[src/rtl/mem_arb_pkg.sv]
// Shared types and constants for the unified-memory port arbiter.
package mem_arb_pkg;

    typedef enum logic [1:0] {
        StIdle  = 2'd0,
        StWaitI = 2'd1,
        StWaitD = 2'd2
    } arb_state_e;

    typedef enum logic {
        OwnI = 1'b0,
        OwnD = 1'b1
    } owner_e;

    localparam int unsigned MAX_WAIT_DEFAULT = 3;

    function automatic int unsigned wait_cnt_w(input int unsigned max_wait);
        return $clog2(max_wait + 1);
    endfunction

    localparam int unsigned WAIT_CNT_W = $clog2(MAX_WAIT_DEFAULT + 1);

endpackage

[src/rtl/mem_arb_sel.sv]
// Owner selection for the shared memory port: data wins unless fetch has lost
// MAX_WAIT consecutive grants while pending.
module mem_arb_sel
    import mem_arb_pkg::*;
#(
    parameter int unsigned MAX_WAIT = 3
) (
    input  logic clk,
    input  logic reset,
    input  logic i_req,
    input  logic d_req,
    input  logic i_gnt,
    input  logic d_gnt,
    output logic o_sel
);

    localparam int unsigned            CNT_W   = wait_cnt_w(MAX_WAIT);
    localparam logic [CNT_W-1:0]       CNT_MAX = CNT_W'(MAX_WAIT);

    logic [CNT_W-1:0] r_wait_cnt;
    logic             w_i_forced;
    owner_e           w_sel;

    assign w_i_forced = (r_wait_cnt == CNT_MAX);

    always_comb begin
        w_sel = OwnD;
        if (i_req && (!d_req || w_i_forced)) begin
            w_sel = OwnI;
        end
    end

    assign o_sel = w_sel;

    // Counts D grants taken while fetch was waiting; saturates at CNT_MAX.
    always_ff @(posedge clk or posedge reset) begin
        if (reset) begin
            r_wait_cnt <= '0;
        end else if (i_gnt) begin
            r_wait_cnt <= '0;
        end else if (d_gnt && i_req && !w_i_forced) begin
            r_wait_cnt <= r_wait_cnt + CNT_W'(1);
        end
    end

endmodule

[src/rtl/mem_port_arbiter.sv]
// Arbitrates fetch (I) and load/store (D) requesters onto one single-port memory,
// one outstanding access at a time. Optional counters: define MEM_ARB_PERF_EN.
module mem_port_arbiter
    import mem_arb_pkg::*;
#(
    parameter int unsigned ADDR_W   = 32,
    parameter int unsigned DATA_W   = 32,
    parameter int unsigned MAX_WAIT = 3
) (
    input  logic                clk,
    input  logic                reset,
    input  logic                i_req,
    input  logic [ADDR_W-1:0]   i_addr,
    output logic                i_gnt,
    output logic                i_rvalid,
    output logic [DATA_W-1:0]   i_rdata,
    input  logic                d_req,
    input  logic                d_we,
    input  logic [ADDR_W-1:0]   d_addr,
    input  logic [DATA_W-1:0]   d_wdata,
    input  logic [DATA_W/8-1:0] d_be,
    output logic                d_gnt,
    output logic                d_rvalid,
    output logic [DATA_W-1:0]   d_rdata,
    output logic                mem_req,
    output logic                mem_we,
    output logic [ADDR_W-1:0]   mem_addr,
    output logic [DATA_W-1:0]   mem_wdata,
    output logic [DATA_W/8-1:0] mem_be,
    input  logic                mem_ready,
    input  logic                mem_rvalid,
    input  logic [DATA_W-1:0]   mem_rdata
`ifdef MEM_ARB_PERF_EN
    ,
    output logic [31:0]         perf_i_gnt,
    output logic [31:0]         perf_d_gnt,
    output logic [31:0]         perf_conflict
`endif
);

    arb_state_e r_state;
    arb_state_e w_state_next;
    logic       w_sel_bit;
    owner_e     w_sel;

    mem_arb_sel #(
        .MAX_WAIT (MAX_WAIT)
    ) u_sel (
        .clk    (clk),
        .reset  (reset),
        .i_req  (i_req),
        .d_req  (d_req),
        .i_gnt  (i_gnt),
        .d_gnt  (d_gnt),
        .o_sel  (w_sel_bit)
    );

    assign w_sel = owner_e'(w_sel_bit);

    always_ff @(posedge clk or posedge reset) begin
        if (reset) begin
            r_state <= StIdle;
        end else begin
            r_state <= w_state_next;
        end
    end

    always_comb begin
        w_state_next = r_state;
        case (r_state)
            StIdle: begin
                if (i_gnt) begin
                    w_state_next = StWaitI;
                end else if (d_gnt) begin
                    w_state_next = StWaitD;
                end
            end
            StWaitI, StWaitD: begin
                if (mem_rvalid) begin
                    w_state_next = StIdle;
                end
            end
            default: w_state_next = StIdle;
        endcase
    end

    // Everything is forced low during reset, so a late response is never forwarded.
    always_comb begin
        mem_req   = 1'b0;
        mem_we    = 1'b0;
        mem_addr  = '0;
        mem_wdata = '0;
        mem_be    = '0;
        i_gnt     = 1'b0;
        d_gnt     = 1'b0;
        i_rvalid  = 1'b0;
        i_rdata   = '0;
        d_rvalid  = 1'b0;
        d_rdata   = '0;
        if (!reset) begin
            case (r_state)
                StIdle: begin
                    mem_req = i_req | d_req;
                    if (w_sel == OwnI) begin
                        mem_addr = i_addr;
                        mem_be   = '1;
                    end else begin
                        mem_we    = d_we;
                        mem_addr  = d_addr;
                        mem_wdata = d_wdata;
                        mem_be    = d_be;
                    end
                    i_gnt = mem_req & mem_ready & (w_sel == OwnI);
                    d_gnt = mem_req & mem_ready & (w_sel == OwnD);
                end
                StWaitI: begin
                    i_rvalid = mem_rvalid;
                    i_rdata  = mem_rdata;
                end
                StWaitD: begin
                    d_rvalid = mem_rvalid;
                    d_rdata  = mem_rdata;
                end
                default: ;
            endcase
        end
    end

`ifdef MEM_ARB_PERF_EN
    logic [31:0] r_perf_i_gnt;
    logic [31:0] r_perf_d_gnt;
    logic [31:0] r_perf_conflict;

    always_ff @(posedge clk or posedge reset) begin
        if (reset) begin
            r_perf_i_gnt    <= '0;
            r_perf_d_gnt    <= '0;
            r_perf_conflict <= '0;
        end else begin
            if (i_gnt && r_perf_i_gnt != '1) begin
                r_perf_i_gnt <= r_perf_i_gnt + 32'd1;
            end
            if (d_gnt && r_perf_d_gnt != '1) begin
                r_perf_d_gnt <= r_perf_d_gnt + 32'd1;
            end
            if ((r_state == StIdle) && i_req && d_req && r_perf_conflict != '1) begin
                r_perf_conflict <= r_perf_conflict + 32'd1;
            end
        end
    end

    assign perf_i_gnt    = r_perf_i_gnt;
    assign perf_d_gnt    = r_perf_d_gnt;
    assign perf_conflict = r_perf_conflict;
`endif

endmodule

[config.mk]
export PLATFORM = sky130hd
export DESIGN_NAME = mem_port_arbiter
export DESIGN_NICKNAME = d
export VERILOG_FILES = /design/src/rtl/mem_arb_pkg.sv /design/src/rtl/mem_arb_sel.sv /design/src/rtl/mem_port_arbiter.sv
export SDC_FILE = /design/constraint.sdc
export NUM_CORES = 1
export LEC_CHECK = 0
export ABC_CLOCK_PERIOD_IN_PS = 1900
export CORE_AREA = 2 2 107 109
export CTS_CLUSTER_DIAMETER = 30
export CTS_CLUSTER_SIZE = 20
export DETAILED_ROUTE_END_ITERATION = 10
export DIE_AREA = 0 0 109 111
export PLACE_DENSITY = 0.72
export SYNTH_ARGS = -nofsm -noshare
export SYNTH_HDL_FRONTEND = slang
export SYNTH_HIERARCHICAL = 1
export SYNTH_SLANG_ARGS = --single-unit
[constraint.sdc]
create_clock -name clk -period 1.9 [get_ports clk]
set_input_delay 0.475 -clock clk [delete_from_list [all_inputs] [get_ports clk]]
set_output_delay 0.475 -clock clk [all_outputs]
set_load 0.05 [all_outputs]
==> results by stage <==
Run status:
- The flow ran to the end, but the final reports show violations.
- The final reports fail on setup timing.

Timing:
- Across all setup checks in the final design, the least slack found is -0.4014 ns.
- The achievable clock frequency is 0.4345 GHz.
- The number of endpoints failing setup at the final stage is 139.
- Setup repair after global routing could not meet its margin everywhere.
- The final critical path time including I/O delays and setup is 2.301 ns.
- The relative slew slack is 67.74%.
- The number of endpoints with negative hold slack in the final report was 0.
- The final max-slew violation count is 0.
- Of the available clock period, the critical path in the final layout requires 121.1%.
- Across the routed clock network, the largest skew measured is 0.0001820 ns.
- The tightest hold margin is 0.2989 ns.
- For the pin with the worst max-slew slack, the measured transition is 0.4806 ns.

Critical path:
- The worst setup path is launched from a flop.
- The critical path goes through ha_4, o21ai_4, buf_6, buf_12, buf_16, mux2i_4, nor2_4, buf_6.
- The element type at the critical path end is an output port.
- The largest incremental delay on the critical path is 0.40 ns.
- Broken down by cell family, the worst path's largest delay share belongs to buffers and inverters.
- Among all stages on the critical path, the largest delay is contributed by dfrtp_1.
- The buffering stage count on the worst path with inverters included is 4.
- By instance count, the cell type seen most on the critical path is buf_6.
- Data on the critical path arrives at its endpoint at 1.83 ns.
- Data on the critical path is required at its endpoint by 1.42 ns.
- Of all nets on the critical path, the largest fanout is 7.
- The setup path with the least slack is of type flop to output port.

Yosys:
- After synthesis the cells add up to 1528 sq um.
- The commonest cells after synthesis are 66 x and2_1, 36 x nor2_1, 33 x and3_1, 33 x mux2i_1, 14 x clkbuf_1.
- The number of warnings reported in the yosys synthesis log is 6.
- By area the synthesized netlist is led by and2_1 27%, mux2i_1 22%, and3_1 14%, nor2_1 8.8%, dfrtp_1 6.6%.
- Counting every net in the synthesized netlist gives 377.
- The sequential cell area fraction in the yosys report is 6.552%.
- The post-synthesis cell type with the largest combined area is and2_1.
- By instance count, the leading cell after synthesis is and2_1.
- Among all flip-flop cells after synthesis, the most frequent one is dfrtp_1.
- Counting flops with an async set or reset pin after synthesis yields a share of 100.0%.
- The area fraction of the dominant cell type after synthesis is 27.03%.
- In the synthesized netlist, the number of instances is 234.
- The number of distinct library cells after synthesis is 23.
- The mean area per synthesized cell is 6.529 sq um.
- The number of synthesized register bits is 4.
- The number of synthesized flops with an enable pin is 0.

Floorplan:
- The initial cell density of the core is 13.79%.
- The core region area is 11080 sq um.
- Measured along the x axis, the die boundary spans 109 um.
- The floorplan has 39 rows.
- The vertical extent of the die is 111 um.
- The die outline area is 12100 sq um.
- In this run the count of I/O pins placed on the die edge is 277.

GRT:
- The number of global-route vias before repair came to 3328.
- Global routing used 21.01% of the available tracks across all layers.
- The maximum number of pins on one net before global-route repair is 20.
- The first global-routing pass estimated 19.35 mm of wire.
- The initial antenna violation count is 0.
- The final global-route overflow total is 0.

Drt:
- The remaining antenna violation count is 0.
- Routed signal wires occupy layers up through met4.
- Using the TritonRoute via totals, the vias-per-cell ratio works out to 4.324.
- For this run, the detailed router's first-pass iteration total came to 4.
- In the routed design, unresolved DRC markers number 0.
- Detailed routing placed a total of 7.629 mm of wire on met2.
- The detailed-routing wirelength on met1 is 4.145 mm.
- The number of vias after detailed routing is 3031.
- The total length of routed met3 wires is 1.284 mm.
- The routed length per placed instance is 19.24 um.
- The post-detailed-routing wire length is 13.49 mm.
- The detailed router finished its first iteration with 90 violations.

Placement:
- At the end of routability-driven placement, the weighted congestion stood at 0.8191.
- The count of port buffers added during placement is 276.
- The worst setup slack before clock tree synthesis is -0.6744 ns.
- Summed over all nets, the half-perimeter wirelength after detailed placement is 9.346 mm.
- Counting tap cells, the placed design contains a total of 659 instances.

Clock network:
- The clock slew at the register clock pins of the worst setup and hold paths is 0.03 ns.
- TritonCTS built the clock tree.
- The maximum clock insertion buffer count is 2.
- The number of clock sinks is 4.
- CTS built an H-tree with a depth of 1.
- For the worst-skew pair, the clock arrives at the later sink with an insertion delay of 0.22 ns.
- Clock tree synthesis inserted a total of 3 buffers.
- The cell sitting at the root of the clock tree is a clkbuf_16.

Layout:
- At the end of the flow, the number of nets in the layout was 703.
- Compared with the post-synthesis result, the final layout area differs by 406.1%.
- The repair_antennas step left the layout with diodes totalling 0.
- In the final layout, the share of cells above drive strength 1 is 70.25%.
- The final instance count without filler cells is 701.

Power and ir drop:
- In this run the power density over the cells is 901.0 nW/um^2.
- The worst IR drop on VDD is 0.5778 mV.
- Summed over all cells, the static leakage comes to 3.113 nW.

Run:
- The tool flagged a number of max-cap violations equal to 0.

Hold path:
- The worst hold path belongs to the class input pin to asynchronous set/reset pin.
where the power goes:
group | internal (mW) | switching [mW] | leakage (nW)
registers | 0.124 | 0.0349 | 0.0520
logic | 3.34 | 3.14 | 3.02
clock network | 0.269 | 0.0599 | 0.0370
total | 3.73 | 3.24 | 3.11
placed cells by master (no fill, tap or decap), types with 4 or more instances in the layout:
| cell | instances |
|---|---|
| ha_4 | 4 |
| dfrtp_1 | 4 |
| and3_4 | 33 |
| and2_4 | 66 |
| clkdlybuf4s50_1 | 135 |
| mux2i_2 | 5 |
| nor2_2 | 7 |
| nor2_4 | 26 |
| buf_16 | 7 |
| buf_6 | 26 |
| buf_4 | 24 |
| inv_2 | 4 |
| buf_12 | 139 |
| inv_1 | 5 |
| clkbuf_16 | 7 |
| a21oi_4 | 4 |
| mux2i_4 | 26 |
flip-flops by register name, summed over array words and instances, names as in the netlist:
register	flops
r_state	2
u_sel/r_wait_cnt	2
cell type report:
type	instances	area, sq um
Inverter	9	33.78
Fill cell	722	3346
Clock buffer	3	75.07
Multi-Input combinational cell	200	2341
Tap cell	143	178.9
Timing Repair Buffer	342	5002
Sequential cell	4	100.1
layer usage:
metal | vias up | global-route usage, %
met5 | - | 0
met4 | 0 | 6.239
met3 | 24 | 6.290
met2 | 199 | 42.28
met1 | 1381 | 19.44
li1 | 1427 | -
cells by family (layout without fill, tap and decap cells):
logic type | after synthesis | in the layout | share of synthesized area [%]
AO/OA/AOI/OAI | 8 | 8 | 2.948
buffers and inverters | 30 | 354 | 7.944
flip-flops | 4 | 4 | 6.552
adder cells (fa/ha/maj) | 4 | 4 | 3.276
multiplexers | 34 | 34 | 22.60
AND/OR/NAND/NOR | 154 | 154 | 56.67
worst register-to-register path: cells and delay by family (launching register included):
family          cells  cell delay, ns
compound gates      1            0.17
buf+inv             3            0.41
mux                 1            0.29
simple gates        3            0.39
fa+ha+maj           1            0.18
flops               1            0.40
timing repair:
action,in CTS,in global routing
pin swaps,37,20
endpoints found under the setup margin,141,141
gates resized for setup,144,75
hold buffers,0,0
buffers inserted,16,17
cloned,13,5
through the flow:
| step | power, mW | cell area (sq um) | setup TNS [ns] | utilization, % |
|---|---|---|---|---|
| after floorplan | 2.887 | 2022 | -4.170 | - |
| after global placement | 5.387 | 6387 | -58.00 | 57.66 |
| after detailed placement | 5.470 | 6387 | -60.96 | 57.66 |
| after CTS | 6.803 | 7531 | -42.73 | 67.99 |
| after global routing | 7.201 | 7731 | -44.51 | 69.80 |
| final | 6.966 | 7731 | -35.40 | 69.80 |
worst paths after layout:
path / from / end / slack, ns / cells after the start
max reg2reg: u_sel/r_wait_cnt[1]$_DFFE_PP0P_ / u_sel/r_wait_cnt[0]$_DFFE_PP0P_ / -0.07 / 9
max in group asynchronous: reset / u_sel/r_wait_cnt[0]$_DFFE_PP0P_ / 1.32 / 4
max: u_sel/r_wait_cnt[1]$_DFFE_PP0P_ / mem_addr[27] / -0.40 / 8
min reg2reg: r_state[1]$_DFFE_PP0P_ / r_state[1]$_DFFE_PP0P_ / 0.71 / 4
min: reset / r_state[0]$_DFFE_PP0P_ / 0.30 / 3
min in group clk: r_state[1]$_DFFE_PP0P_ / r_state[1]$_DFFE_PP0P_ / 0.71 / 4
Power figures use the tool's default switching activity.
